## src/rtl/pipe_ctrl_pkg.sv

```systemverilog
// Shared types for the pipeline hazard controller: FSM states, latch-control bundle, r0 index.
package pipe_ctrl_pkg;

    typedef enum logic [1:0] {
        ST_RUN     = 2'd0,
        ST_MD_WAIT = 2'd1,
        ST_MD_DONE = 2'd2
    } state_e;

    localparam logic [4:0] REG_ZERO = 5'd0;

    typedef struct packed {
        logic pc_en;
        logic fd_en;
        logic dx_en;
        logic xm_en;
        logic mw_en;
        logic fd_flush;
        logic dx_flush;
        logic xm_bubble;
        logic md_start;
        logic md_busy;
    } ctrl_t;

    // Free-running pipeline: every latch advances, nothing flushed.
    localparam ctrl_t CTRL_RUN = 10'b11111_00000;

endpackage

```

## src/rtl/md_wait_timer.sv

```systemverilog
// Mult/div watchdog counter: cleared on start, counts MD_WAIT cycles, flags the last allowed one.
module md_wait_timer #(
    parameter int MD_TIMEOUT = 40,
    parameter int CNT_W      = 8
) (
    input  logic clk,
    input  logic clr_n,
    input  logic i_clr,
    input  logic i_inc,
    output logic o_term
);

    logic [CNT_W-1:0] r_cnt;

    always_ff @(posedge clk or negedge clr_n) begin
        if (!clr_n)
            r_cnt <= '0;
        else if (i_clr)
            r_cnt <= '0;
        else if (i_inc)
            r_cnt <= r_cnt + CNT_W'(1);
    end

    assign o_term = (r_cnt == CNT_W'(MD_TIMEOUT - 1));

endmodule

```

## src/rtl/pipe_hazard_ctrl.sv

```systemverilog
// Pipeline hazard controller: latch enables/flushes for load-use, mult/div and taken-branch cases.
// Owns the mult/div start handshake and a watchdog that forces completion with an exception.
module pipe_hazard_ctrl
    import pipe_ctrl_pkg::*;
#(
    parameter int MD_TIMEOUT = 40,
    parameter int CNT_W      = 8
) (
    input  logic       clk,
    input  logic       clr_n,
    input  logic       x_is_load,
    input  logic       x_is_md,
    input  logic [4:0] x_rd,
    input  logic [4:0] d_rs1,
    input  logic [4:0] d_rs2,
    input  logic       d_use_rs1,
    input  logic       d_use_rs2,
    input  logic       x_br_taken,
    input  logic       md_ready,
    input  logic       md_exc,
    output logic       pc_en,
    output logic       fd_en,
    output logic       dx_en,
    output logic       xm_en,
    output logic       mw_en,
    output logic       fd_flush,
    output logic       dx_flush,
    output logic       xm_bubble,
    output logic       md_start,
    output logic       md_busy,
    output logic       md_exc_out
);

    state_e r_state, w_nstate;
    logic   r_md_exc, w_md_exc_nxt;
    logic   w_load_use, w_tmr_clr, w_tmr_inc, w_tmr_term;
    ctrl_t  w_ctrl, w_ctrl_g;

    md_wait_timer #(
        .MD_TIMEOUT (MD_TIMEOUT),
        .CNT_W      (CNT_W)
    ) u_timer (
        .clk    (clk),
        .clr_n  (clr_n),
        .i_clr  (w_tmr_clr),
        .i_inc  (w_tmr_inc),
        .o_term (w_tmr_term)
    );

    assign w_load_use = x_is_load && (x_rd != REG_ZERO) &&
                        ((d_use_rs1 && (d_rs1 == x_rd)) || (d_use_rs2 && (d_rs2 == x_rd)));

    always_ff @(posedge clk or negedge clr_n) begin
        if (!clr_n) begin
            r_state  <= ST_RUN;
            r_md_exc <= 1'b0;
        end else begin
            r_state  <= w_nstate;
            r_md_exc <= w_md_exc_nxt;
        end
    end

    // Priority in RUN: taken branch, then mult/div start, then load-use.
    always_comb begin
        w_nstate     = r_state;
        w_ctrl       = CTRL_RUN;
        w_md_exc_nxt = 1'b0;
        w_tmr_clr    = 1'b0;
        w_tmr_inc    = 1'b0;
        case (r_state)
            ST_RUN: begin
                if (x_br_taken) begin
                    w_ctrl.fd_flush = 1'b1;
                    w_ctrl.dx_flush = 1'b1;
                end else if (x_is_md) begin
                    w_ctrl.pc_en     = 1'b0;
                    w_ctrl.fd_en     = 1'b0;
                    w_ctrl.dx_en     = 1'b0;
                    w_ctrl.xm_bubble = 1'b1;
                    w_ctrl.md_start  = 1'b1;
                    w_tmr_clr        = 1'b1;
                    w_nstate         = ST_MD_WAIT;
                end else if (w_load_use) begin
                    w_ctrl.pc_en    = 1'b0;
                    w_ctrl.fd_en    = 1'b0;
                    w_ctrl.dx_flush = 1'b1;
                end
            end
            ST_MD_WAIT: begin
                w_ctrl.pc_en     = 1'b0;
                w_ctrl.fd_en     = 1'b0;
                w_ctrl.dx_en     = 1'b0;
                w_ctrl.xm_bubble = 1'b1;
                w_ctrl.md_busy   = 1'b1;
                w_tmr_inc        = 1'b1;
                if (md_ready) begin
                    w_nstate     = ST_MD_DONE;
                    w_md_exc_nxt = md_exc;
                end else if (w_tmr_term) begin
                    w_nstate     = ST_MD_DONE;
                    w_md_exc_nxt = 1'b1;
                end
            end
            ST_MD_DONE: w_nstate = ST_RUN;
            default:    w_nstate = ST_RUN;
        endcase
    end

    // Held reset silences every Mealy output, not just the registered ones.
    assign w_ctrl_g   = clr_n ? w_ctrl : '0;
    assign pc_en      = w_ctrl_g.pc_en;
    assign fd_en      = w_ctrl_g.fd_en;
    assign dx_en      = w_ctrl_g.dx_en;
    assign xm_en      = w_ctrl_g.xm_en;
    assign mw_en      = w_ctrl_g.mw_en;
    assign fd_flush   = w_ctrl_g.fd_flush;
    assign dx_flush   = w_ctrl_g.dx_flush;
    assign xm_bubble  = w_ctrl_g.xm_bubble;
    assign md_start   = w_ctrl_g.md_start;
    assign md_busy    = w_ctrl_g.md_busy;
    assign md_exc_out = r_md_exc;

endmodule

```

## config.mk

```make
export PLATFORM = sky130hd
export DESIGN_NAME = pipe_hazard_ctrl
export DESIGN_NICKNAME = d
export VERILOG_FILES = /design/src/rtl/pipe_ctrl_pkg.sv /design/src/rtl/md_wait_timer.sv /design/src/rtl/pipe_hazard_ctrl.sv
export SDC_FILE = /design/constraint.sdc
export NUM_CORES = 1
export LEC_CHECK = 0
export CORE_UTILIZATION = 36
export DETAILED_ROUTE_END_ITERATION = 12
export PLACE_DENSITY = 0.72
export SYNTH_ARGS = -nofsm -noshare
export SYNTH_HDL_FRONTEND = slang
export SYNTH_HIERARCHICAL = 1
export SYNTH_SLANG_ARGS = --single-unit
```

## constraint.sdc

```tcl
create_clock -name clk -period 1.7 [get_ports clk]
set_input_delay 0.17 -clock clk [delete_from_list [all_inputs] [get_ports clk]]
set_output_delay 0.17 -clock clk [all_outputs]
set_load 0.01 [all_outputs]
```

# Yosys cells after proc, flatten, opt, wreduce, memory -nomap -nowiden
# Cells that the tools add are included.
# totals
reg_bits	11
inputBits	24
word_cells	49
# op_classes
add_sub_neg	1
n_eq_ne	7
muxes	29
reduce_logical	9
# op_table
op	n
2-bit 2-to-1 mux	9
8-bit 2-to-1 mux	2
1-bit 2-to-1 mux	13
5-bit == test	2
10-bit 2-to-1 mux	1
8-bit by 1-bit adder with 8-bit output, second input constant	1
8-bit by 6-bit == test with 1-bit output, second input constant	1
3-bit one-hot mux with 2 select lines	1
5-bit nonzero test	1
1-bit logical AND	4
2-bit inequality test, second input constant	2
2-bit one-hot mux with 2 select lines	1
3-bit 2-to-1 mux	1
3-bit by 2-bit inequality test with 1-bit output, second input constant	1
3-bit AND reduction	1
2-bit by 1-bit == test with 1-bit output, second input constant	1
2-bit logical NOT	1
1-bit one-hot mux with 2 select lines	1
2-bit nonzero test	1
1-bit logical OR	1

# Depth between registers and ports, before layout
# logic_depth
ltp_word	9
depth_mapped	7
ltp_nobuf	6

# Cells and area by module
# Netlist, hierarchy kept.
# by_module_without_submodules
mod	instances	cells_each	area_per_inst_um2	seq_area_each_um2
md_wait_timer	1	39	411.6	200.2
pipe_hazard_ctrl	1	43	352.8	75.1

# Worst setup path after synthesis
# No wires, ideal clock.
# synth_timing
path_kind	register to register
from	register r_state[1]
to	register u_timer.r_cnt[7]
setup_ns	0.077
t_arrival_ns	1.616
t_required_ns	1.623
path_slack_ns	0.007
stages_incl_launch_ff	8
n_path_buf	1
synth_period_minus_slack_ns	1.693
cell_sequence	dfrtp_1 > nor3_1 > nand2_1 > inv_1 > buf_4 > o211ai_4 > or4_1 > a21oi_1
# synth_between
elab_chain_len	3
elab_cells_between_ends	6
classes_between	1 x eq/ne; 3 x mux; 2 x reduce/logical
# synth_lines
element	line	rtl
from (decl)	pipe_hazard_ctrl.sv:34	state_e r_state, w_nstate;
from (signal assigned)	pipe_hazard_ctrl.sv:58	r_state <= w_nstate;
2-bit logical NOT *	pipe_hazard_ctrl.sv:70	case (r_state)
1-bit 2-to-1 mux *	pipe_hazard_ctrl.sv:70	
via w_tmr_clr	pipe_hazard_ctrl.sv:36	logic w_load_use, w_tmr_clr, w_tmr_inc, w_tmr_term;
8-bit 2-to-1 mux or 2-bit nonzero test (tied branches)	--	
to (signal assigned)	md_wait_timer.sv:21	r_cnt <= r_cnt + CNT_W'(1);
to (decl)	md_wait_timer.sv:13	logic [CNT_W-1:0] r_cnt;
# Mark *: on every way through the listed nets, which the timed path passes. The rest lies on a longest branch.
# A chain may end at the register's enable or synchronous reset.

# Worst setup path in the final report
# layout_timing
from	register r_state[1]
to	output port xm_bubble
# layout_between
elab_chain_len	3
elab_cells_between_ends	4
classes_between	1 x eq/ne; 2 x mux; 1 x reduce/logical
# layout_lines
element	line	rtl
2-bit by 1-bit == test with 1-bit output or 2-bit logical NOT (tied branches)	pipe_hazard_ctrl.sv:70	
1-bit one-hot mux with 2 select lines *	pipe_hazard_ctrl.sv:70	
10-bit 2-to-1 mux *	pipe_hazard_ctrl.sv:110	assign w_ctrl_g = clr_n ? w_ctrl : '0;
to (decl)	pipe_hazard_ctrl.sv:28	output logic xm_bubble,
# Mark *: on every way between the ends. The rest lies on a longest branch, timed or not.

==> Implementation_results.wiki <==
{| class="wikitable"
! Metric !! Value
|-
| Initial cell density of the core || 38.6%
|-
| Flip-flop and latch count after synthesis || 11
|-
| Data arrival time of the critical path || 1.53 ns
|-
| Synthesis-to-finish area growth || 61.5%
|-
| Max-cap violation count || 0
|-
| Reg2Reg Setup Slack || 0.09 ns
|-
| Critical Path RT || 1.53 ns
|-
| Count of port buffers added during placement || 34
|-
| FILL cells || 169
|-
| Top-Level Pins || 35
|-
| Area of the core || 1980 um^2
|-
| Htree depth || 1
|-
| Vias post-DR || 754
|-
| Height of the die || 48.1 um
|-
| Post-CTS Hold Fix Bufs || 0
|-
| Total setup buffers inserted after CTS || 0
|-
| Wire per inst || 12.8 um
|-
| CP startpoint kind || flip-flop
|-
| Path type of the worst setup path || flip-flop to output port
|-
| Cell leakage power || 0.637 nW
|-
| Number of hold violations in the final report || 0
|-
| Area of the mapped netlist || 764 um^2
|-
| TritonCTS clock tree || built
|-
| Pin count of the biggest net entering global routing || 14
|-
| Global placement routability congestion || 0.731
|-
| Worst slack at placement || -0.590 ns
|-
| Most common cell after layout, fill and taps aside || clkdlybuf4s50_1
|-
| DIE AREA || 2310 um^2
|-
| Pins over their slew limit || 0
|-
| Power density over the cells || 669 nW/um^2
|-
| Tightest slew margin relative to the limit || 81.9%
|-
| Clock root buffer || clkbuf_4
|-
| FF-to-FF End || u_timer/r_cnt[7]
|-
| Fin nets || 151
|-
| Final wirelength || 1.94 mm
|-
| Post-DP Area || 1180 um^2
|-
| Non-filler cells, final || 152
|-
| Final Instance Area || 1230 um^2
|-
| First drt pass iteration count || 4
|-
| Multi-input logic area || 480 um^2
|-
| Std cell rows || 16
|-
| GR met2 Demand/Resource || 29.5%
|-
| Clock sink count || 11
|-
| Start point of the critical path || r_state[1]
|-
| Clock transition at the register clock pins on the worst setup and hold paths after CTS || 0.07 ns
|-
| Endpoint class of the critical path || output port
|-
| Chip width || 48.1 um
|-
| Tightest Hold Check Type || primary input to asynchronous set/reset pin
|-
| Mean number of vias per cell || 4.96
|-
| Highest net fanout along the worst path || 3
|-
| DRC || 0
|-
| Maximum operating frequency || 0.588 GHz
|-
| Met1 track demand over resource || 16.9%
|-
| Overflow left after global routing || 0
|-
| Final setup vio count || 1
|-
| Source-to-sink clock delay at the later pin of the worst-skew pair || 0.27 ns
|-
| Cell count after placement || 148
|-
| Least setup slack across all paths after layout || -0.000356 ns
|-
| Warnings, synthesis || 6
|-
| Global-route total usage across every layer || 16.8%
|-
| Final critical path time including I/O delays and setup || 1.70 ns
|-
| Number of CTS-inserted buffers || 3
|-
| Number of nets still failing antenna checks after routing || 0
|-
| Post-synthesis cell count || 82
|-
| Worst supply voltage drop on vdd || 0.520 mV
|-
| Violated checks || negative setup slack
|-
| R2r startpoint || r_state[1]
|-
| Ratio of cells with drive above 1 in the final layout || 24.0%
|-
| Crit path capture || xm_bubble
|-
| Busiest metal layer after global routing || met2
|-
| Transition time at the pin with the least slew margin || 0.269 ns
|-
| Net Count, Synth || 107
|-
| Antenna violations before repair || 0
|-
| Sequential cell area || 275 um^2
|-
| Share of the cycle needed by the critical path after routing || 100%
|-
| Drt first-iter violations || 14
|-
| Worst r2r path cells || 6
|-
| Status || finished with violations
|-
| Antenna diode instance count || 0
|-
| Max clock buf depth || 2
|-
| Post-synthesis average cell area || 9.32 um^2
|-
| Detailed Place HPWL || 1.43 mm
|-
| First-pass GRT wire length || 2.53 mm
|-
| Maximum clock skew at final layout || 0.00194 ns
|-
| Vias in the first global route || 661
|-
| Setup repair after global routing missed its margin || yes
|-
| Global-route met3 utilization || 6.04%
|-
| Netlist cell types || 32
|-
| Overall Power || 826 uW
|-
| Leading cell types in the layout, fill and taps excluded || clkdlybuf4s50_1, dfrtp_1, xor2_1
|-
| Smallest hold slack || 0.0540 ns
|-
| Sequential element share of the synthesized area || 36.0%
|}
-- per-layer routing --
metal  vias to the layer above  wire [um]
li1                        370          -
met1                       342        783
met2                        40        928
met3                         2        218
met4                         0          9
met5                         -          0
-- worst min path at each step --
stage / startpoint / end / slack, ns
floorplan: clr_n / md_exc_out / -0.13
detailed placement: u_timer/r_cnt[7] / u_timer/r_cnt[7] / 0.54
CTS: clr_n / u_timer/r_cnt[5] / 0.06
global route: clr_n / u_timer/r_cnt[7] / 0.09
global placement: u_timer/r_cnt[7] / u_timer/r_cnt[7] / 0.53
finish: clr_n / u_timer/r_cnt[7] / 0.05
-- registers in the layout (all words and copies together) (netlist names) --
register	cells
r_state	2
md_exc_out	1
u_timer/r_cnt	8
-- synth_stat cells --
library cell / n / share of area [%]
dfrtp_1: 11 / 36
xor2_1: 11 / 13
nor2_1: 9 / 4.4
buf_4: 5 / 4.9
nand2_1: 4 / 2.0
a21oi_1: 3 / 2.0
inv_1: 3 / 1.5
or4_1: 3 / 2.9
xnor2_1: 3 / 3.4
and3_1: 2 / 1.6
nand3_1: 2 / 1.3
nand4_1: 2 / 1.6
nor3_1: 2 / 1.3
o21ai_0: 2 / 1.3
o31ai_1: 2 / 2.0
or3_1: 2 / 1.6
a32oi_1: 1 / 1.1
and2_0: 1 / 0.82
and2_1: 1 / 0.82
ha_1: 1 / 1.6
mux2i_1: 1 / 1.3
nand2b_1: 1 / 0.82
nand3_2: 1 / 1.3
nor2b_1: 1 / 0.82
nor4_1: 1 / 0.82
nor4_2: 1 / 1.6
o211ai_1: 1 / 0.98
o211ai_4: 1 / 2.8
o21a_1: 1 / 0.98
o21ai_1: 1 / 0.65
o41ai_2: 1 / 2.1
or2_1: 1 / 0.82
-- power breakdown --
part | internal (mW) | switching (mW) | total [mW] | leakage (nW)
registers | 0.300 | 0.0514 | 0.352 | 0.149
logic | 0.160 | 0.135 | 0.295 | 0.473
clock network | 0.0910 | 0.0881 | 0.179 | 0.0150
-- kinds of logic after synthesis --
kind of cell,share of synthesized area [%]
xor+xnor,16.0
simple gates,24.7
mux,1.31
buf+inv,6.38
flops,36.0
compound gates,13.9
fa+ha+maj,1.64
-- through the flow --
stage / util, % / setup TNS [ns]
global placement: 59.3 / -2.43
floorplan: - / 0
CTS: 60.7 / -0.0308
finish: 62.3 / -0.000356
detailed placement: 59.3 / -2.67
global route: 62.3 / -0.237
-- repair_timing --
item                       CTS  global route
setup endpoints to repair   11            10
resized for setup           29            18
pin swaps                    6             6
-- worst max-delay path, stage by stage, from the launching register on --
cell and delay (ns):
dfrtp_1 0.39, nand2b_1 0.16, inv_1 0.06, and2_1 0.16, or2_1 0.21, dlygate4sd2_1 0.28
-- final cells by class --
class	instances	share of cell area (%)
clock buffer	4	2.13
inverter	3	0.912
multi-input combinational	63	38.9
sequential	11	22.3
tap	27	2.74
timing repair buffer	44	33.0
(Power assumes the default switching activity.)
